[config.mk]
export PLATFORM = sky130hd
export DESIGN_NAME = systolic_sequencer
export DESIGN_NICKNAME = d
export VERILOG_FILES = /design/src/rtl/systolic_sequencer.sv
export SDC_FILE = /design/constraint.sdc
export NUM_CORES = 1
export LEC_CHECK = 0
export ABC_AREA = 1
export BUFFER_PORTS_ARGS = -buffer_cell sky130_fd_sc_hd__buf_4
export CAP_MARGIN = 20
export CORE_MARGIN = 2
export CORE_UTILIZATION = 35
export CTS_CLUSTER_DIAMETER = 100
export CTS_CLUSTER_SIZE = 40
export DETAILED_ROUTE_END_ITERATION = 16
export SLEW_MARGIN = 20
export SYNTH_ARGS = -nofsm -noshare
export SYNTH_HDL_FRONTEND = slang
export SYNTH_SLANG_ARGS = --single-unit
[constraint.sdc]
create_clock -name clk -period 1.8 [get_ports clk]
set_clock_uncertainty 0.05 [all_clocks]
set_input_delay 0 -clock clk [delete_from_list [all_inputs] [get_ports clk]]
set_output_delay 0 -clock clk [all_outputs]
set_load 0.02 [all_outputs]
[src/rtl/systolic_sequencer.sv]
// systolic_sequencer -- job sequencer for an ARRAY_SIZE x ARRAY_SIZE systolic array.
//
// A job is accepted on start&ready. The sequencer then writes ARRAY_SIZE weight
// rows (w_load/w_row_sel), streams cfg_num_vec input vectors (in_pop follows
// in_valid, stalls leave gaps), waits until every popped vector has emerged as
// a psum row (psum_valid = in_pop delayed PIPE_LAT cycles), and pulses done.
//
// Ports:
//   clk, reset                       clock, synchronous active-high reset
//   start / ready                    job handshake
//   cfg_in_width, cfg_weight_width   operand widths (1,2,4,8; others -> 8)
//   cfg_s_in, cfg_s_weight           operand signedness
//   cfg_num_vec                      vectors in the job
//   in_valid / in_pop                upstream vector handshake
//   w_load, w_row_sel                weight row write strobe and row index
//   in_width, weight_width, s_in, s_weight   latched job config to the array
//   psum_valid, busy, done           status
//   cycle_cnt, stall_cnt             perf counters (only with SYSTOLIC_SEQ_PERF_EN)
//
// Optional feature macro: SYSTOLIC_SEQ_PERF_EN adds the perf counter outputs.
module systolic_sequencer #(
  parameter int ARRAY_SIZE     = 8,
  parameter int LOG_ARRAY_SIZE = 3,
  parameter int PIPE_LAT       = 8
) (
  input  logic                      clk,
  input  logic                      reset,
  input  logic                      start,
  output logic                      ready,
  input  logic [3:0]                cfg_in_width,
  input  logic [3:0]                cfg_weight_width,
  input  logic                      cfg_s_in,
  input  logic                      cfg_s_weight,
  input  logic [15:0]               cfg_num_vec,
  input  logic                      in_valid,
  output logic                      in_pop,
  output logic                      w_load,
  output logic [LOG_ARRAY_SIZE-1:0] w_row_sel,
  output logic [3:0]                in_width,
  output logic [3:0]                weight_width,
  output logic                      s_in,
  output logic                      s_weight,
  output logic                      psum_valid,
  output logic                      busy,
  output logic                      done
`ifdef SYSTOLIC_SEQ_PERF_EN
  ,
  output logic [31:0]               cycle_cnt,
  output logic [31:0]               stall_cnt
`endif
);

  typedef enum logic [2:0] {S_IDLE, S_LOAD_W, S_STREAM, S_DRAIN, S_DONE} state_t;

  localparam logic [LOG_ARRAY_SIZE-1:0] ROW_LAST = LOG_ARRAY_SIZE'(ARRAY_SIZE - 1);

  state_t                      state_q;
  logic                        ready_q, busy_q, done_q, w_load_q;
  logic [LOG_ARRAY_SIZE-1:0]   row_q;
  logic [15:0]                 num_vec_q, issued_q, issued_d;
  logic [3:0]                  in_width_q, weight_width_q;
  logic                        s_in_q, s_weight_q;
  logic [PIPE_LAT-1:0]         dl_q, dl_d;
  logic                        accept, last_pop;

  // Non-power-of-two or out-of-range widths fall back to full 8-bit precision.
  function automatic logic [3:0] legal_w(input logic [3:0] w);
    case (w)
      4'd1, 4'd2, 4'd4, 4'd8: legal_w = w;
      default:                legal_w = 4'd8;
    endcase
  endfunction

  assign accept   = (state_q == S_IDLE) && start;
  assign in_pop   = (state_q == S_STREAM) && in_valid;
  assign issued_d = issued_q + 16'd1;
  assign last_pop = in_pop && (issued_d == num_vec_q);

  // Delay line: bit k holds a pop made k+1 cycles ago; the top bit is the psum row.
  assign dl_d       = (dl_q << 1) | PIPE_LAT'(in_pop);
  assign psum_valid = dl_q[PIPE_LAT-1];

  always_ff @(posedge clk) begin
    if (reset) dl_q <= '0;
    else       dl_q <= dl_d;
  end

  always_ff @(posedge clk) begin
    if (reset) begin
      state_q        <= S_IDLE;
      ready_q        <= 1'b1;
      busy_q         <= 1'b0;
      done_q         <= 1'b0;
      w_load_q       <= 1'b0;
      row_q          <= '0;
      num_vec_q      <= '0;
      issued_q       <= '0;
      in_width_q     <= 4'd8;
      weight_width_q <= 4'd8;
      s_in_q         <= 1'b0;
      s_weight_q     <= 1'b0;
    end else begin
      case (state_q)
        S_IDLE: begin
          if (start) begin
            in_width_q     <= legal_w(cfg_in_width);
            weight_width_q <= legal_w(cfg_weight_width);
            s_in_q         <= cfg_s_in;
            s_weight_q     <= cfg_s_weight;
            num_vec_q      <= cfg_num_vec;
            issued_q       <= '0;
            ready_q        <= 1'b0;
            busy_q         <= 1'b1;
            row_q          <= '0;
            if (cfg_num_vec == 16'd0) begin
              // Empty job: skip weight load and streaming entirely.
              state_q <= S_DONE;
              done_q  <= 1'b1;
            end else begin
              state_q  <= S_LOAD_W;
              w_load_q <= 1'b1;
            end
          end
        end
        S_LOAD_W: begin
          if (row_q == ROW_LAST) begin
            state_q  <= S_STREAM;
            w_load_q <= 1'b0;
            row_q    <= '0;
          end else begin
            row_q <= row_q + 1'b1;
          end
        end
        S_STREAM: begin
          if (in_pop) issued_q <= issued_d;
          if (last_pop) state_q <= S_DRAIN;
        end
        S_DRAIN: begin
          // Whole delay line empty: the last psum row has already been presented.
          if (dl_q == '0) begin
            state_q <= S_DONE;
            done_q  <= 1'b1;
          end
        end
        S_DONE: begin
          state_q <= S_IDLE;
          done_q  <= 1'b0;
          busy_q  <= 1'b0;
          ready_q <= 1'b1;
        end
        default: begin
          state_q  <= S_IDLE;
          done_q   <= 1'b0;
          busy_q   <= 1'b0;
          ready_q  <= 1'b1;
          w_load_q <= 1'b0;
          row_q    <= '0;
        end
      endcase
    end
  end

  assign ready        = ready_q;
  assign busy         = busy_q;
  assign done         = done_q;
  assign w_load       = w_load_q;
  assign w_row_sel    = row_q;
  assign in_width     = in_width_q;
  assign weight_width = weight_width_q;
  assign s_in         = s_in_q;
  assign s_weight     = s_weight_q;

`ifdef SYSTOLIC_SEQ_PERF_EN
  logic [31:0] cycle_cnt_q, stall_cnt_q;

  // Saturating counters; cleared on accept so they report the most recent job.
  always_ff @(posedge clk) begin
    if (reset || accept) begin
      cycle_cnt_q <= '0;
      stall_cnt_q <= '0;
    end else begin
      if (busy_q && (cycle_cnt_q != '1))
        cycle_cnt_q <= cycle_cnt_q + 32'd1;
      if ((state_q == S_STREAM) && !in_valid && (stall_cnt_q != '1))
        stall_cnt_q <= stall_cnt_q + 32'd1;
    end
  end

  assign cycle_cnt = cycle_cnt_q;
  assign stall_cnt = stall_cnt_q;
`else
  logic unused_accept;
  assign unused_accept = accept;
`endif

endmodule
==> flow_summary.json <==
{
  "route.detailed.drc": 0,
  "synth_async_sr_flop_share_pct": 0,
  "globalplace.congestion": 0.887,
  "synthMuxAreaShare_pct": 0,
  "cts.sinks": 60,
  "hp-start": "cfg_in_width[1]",
  "port_buffers": 48,
  "crit_required_ns": 2.03,
  "drtAntennaViolNets": 0,
  "fin_util_pct": 49.8,
  "grt_max_degree": 34,
  "min_period_over_period_pct": 102,
  "vias": 3379,
  "synth_area_leaders": "dfxtp_1, nand2_1, nor2_1",
  "synthAdderAreaFrac_pct": 1.21,
  "synth_compound_area_share_pct": 12.0,
  "tightest_slew_ns": 0.511,
  "syn2layout_area_growth_pct": 39.1,
  "netlist_area_um2": 3110,
  "crit_type": "reg -> reg",
  "first_global_vias": 3137,
  "synth_top_family_by_area": "simple AND/OR/NAND/NOR gates",
  "synth.top_cells.by_count": "nand2_1, nor2_1, dfxtp_1",
  "synth_ff_type": "dfxtp_1",
  "start_util_pct": 35.8,
  "m1WireLength_um": 4130,
  "vias_per_cell": 4.89,
  "ys_types": 26,
  "hold_viol": 0,
  "cp_max_fo": 5,
  "yosys.area_share.simple_pct": 38.7,
  "core-area_um2": 8680,
  "dp_slack_ns": -0.107,
  "tns_ns": -0.0431,
  "die_y_um": 98.2,
  "fp.dieArea_um2": 9650,
  "rsz0062_at_grt": "yes",
  "htree_levels": 3,
  "first_iter_violations": 167,
  "p_leak_nw": 1.88,
  "cts_tree": "done",
  "numCtsBuffers": 9,
  "worstPathArrival_ns": 2.07,
  "yosys.area.top_type": "dfxtp_1",
  "avgSynthCellArea_um2": 6.56,
  "regToRegStartpoint": "issued_q[1]$_SDFFE_PP0P_",
  "fin_nets": 611,
  "fmax_mhz": 543,
  "synthXorXnorAreaFrac_pct": 1.33,
  "end_kind": "flip-flop",
  "cap_violations": 0,
  "irDropWorstVdd_mv": 0.616,
  "min_period_ns": 1.84,
  "hold_class": "in -> reg",
  "ys.warnings.count": 0,
  "rows": 34,
  "die_width_um": 98.2,
  "synth_top_cell_area_share_pct": 38.6,
  "synth-seq-area-share_pct": 38.6,
  "first_pass_iters": 6,
  "synth_edf_count": 0,
  "drt_wl_total_um": 9060,
  "relSlewSlack_pct": 65.6,
  "route.met3.wl_um": 373,
  "synthCells": 474,
  "clock_latency_ns": 0.34,
  "cts_max_path_buffers": 2,
  "grt_usage_pct": 19.0,
  "ys_seq_elements": 60,
  "wire_per_inst_um": 13.1,
  "fin_ws_ns": -0.0406,
  "grt-ovfl-total": 0,
  "status": "complete, but fails checks",
  "routed.top_layer": "met4",
  "worstSetupStartpoint": "issued_q[1]$_SDFFE_PP0P_",
  "ios": 49,
  "startpoint_type": "flip-flop",
  "setup_viol": 2,
  "drive_above_1_share_pct": 22.5,
  "violations": "negative setup slack",
  "clk_pin_slew_ns": 0.07,
  "powerDensity_nw_per_um2": 1040,
  "grt_pass1_wl_um": 14700,
  "cts-root-buf": "clkbuf_8",
  "slew_viol_final": 0,
  "yosysMostFrequentCell": "nand2_1",
  "antenna_cells": 0,
  "syn-num-nets": 507,
  "antenna_found_initial": 0,
  "power_mw": 4.49,
  "wl_met2_um": 4340,
  "place_hpwl_um": 6250
}
==> critical path: stages, from the launching register on <==
cell and delay (ns):
dfxtp_4 0.37, ha_4 0.17, nand2_4 0.07, nor2_4 0.14, buf_4 0.13, nand3_2 0.09
nand2_2 0.10, nand2_1 0.05, nand2_1 0.05, nand3_1 0.07, nor2_1 0.12, nand3_1 0.09
o21bai_1 0.12, nand2_1 0.06, nor2_1 0.07
==> kinds of logic after synthesis <==
group	Yosys count
simple gates	270
fa+ha+maj	3
flops	60
xor+xnor	3
compound gates	72
buf+inv	66
==> worst paths after layout <==
kind | slack, ns | to | cells after the start
hold / removal | 0.02 | in_width[1]$_SDFFE_PP0P_ | 5
setup / recovery | -0.04 | state_q[2]$_SDFFE_PP0P_ | 14
hold reg to reg | 0.37 | dl_q[5]$_SDFF_PP0_ | 2
setup reg to reg | -0.04 | state_q[2]$_SDFFE_PP0P_ | 14
==> report_power, final <==
part           switching [mW]  internal [mW]  leakage, nW  total, mW
logic                    1.02          0.696         1.29       1.72
registers               0.144           1.55        0.495       1.70
clock network           0.553          0.527       0.0889       1.08
total                    1.72           2.78         1.88       4.49
==> registers in the layout (all words and copies together) (netlist names), 3 cells and up <==
name          count
state_q           3
num_vec_q        16
dl_q              8
w_row_sel         3
issued_q         16
weight_width      4
in_width          4
==> layer usage <==
| metal | track usage, % | vias to the layer above |
|---|---|---|
| li1 | - | 1730 |
| met1 | 23.8 | 1552 |
| met2 | 31.9 | 82 |
| met3 | 4.44 | 15 |
| met4 | 6.95 | 0 |
| met5 | 0 | - |
==> cell usage in the layout (no fill, tap or decap), drive strengths merged <==
master / instances
or2: 2
o21bai: 2
clkinv: 4
clkinvlp: 1
nand4: 7
nand2: 130
nor3: 9
o21ai: 31
dfxtp: 60
nand3: 35
ha: 3
buf: 78
clkbuf: 11
xnor2: 2
xor3: 1
nor4: 4
nor2: 72
o22ai: 2
a21oi: 37
dlygate4sd3: 28
nand2b: 1
nand3b: 10
inv: 53
==> layout make-up <==
| class | count | area, um^2 |
|---|---|---|
| clock inverters | 5 | 27.5 |
| fillers | 899 | 4360 |
| multi-input cells | 348 | 1730 |
| inverters | 53 | 201 |
| repair buffers | 106 | 870 |
| well taps | 108 | 135 |
| flip-flops and latches | 60 | 1220 |
| clock buffers | 11 | 141 |
==> through the flow <==
step / hold WS (ns) / instances / instance area, um^2
floorplan: 0.0849 / 474 / 3110
CTS: 0.0111 / 687 / 4230
finish: 0.0243 / 691 / 4320
global route: 0.0462 / 691 / 4320
detailed placement: 0.186 / 641 / 3730
global placement: 0.178 / 641 / 3730
==> what timing repair did <==
| item | in CTS | in global routing |
|---|---|---|
| hold buffers | 28 | 0 |
| buffers inserted | 2 | 4 |
| gates resized for setup | 13 | 22 |
| endpoints found under the setup margin | 6 | 16 |
| pin swaps | 2 | 12 |
| hold endpoints to repair | 26 | 0 |
| cloned | 0 | 0 |
(Power assumes the default switching activity.)
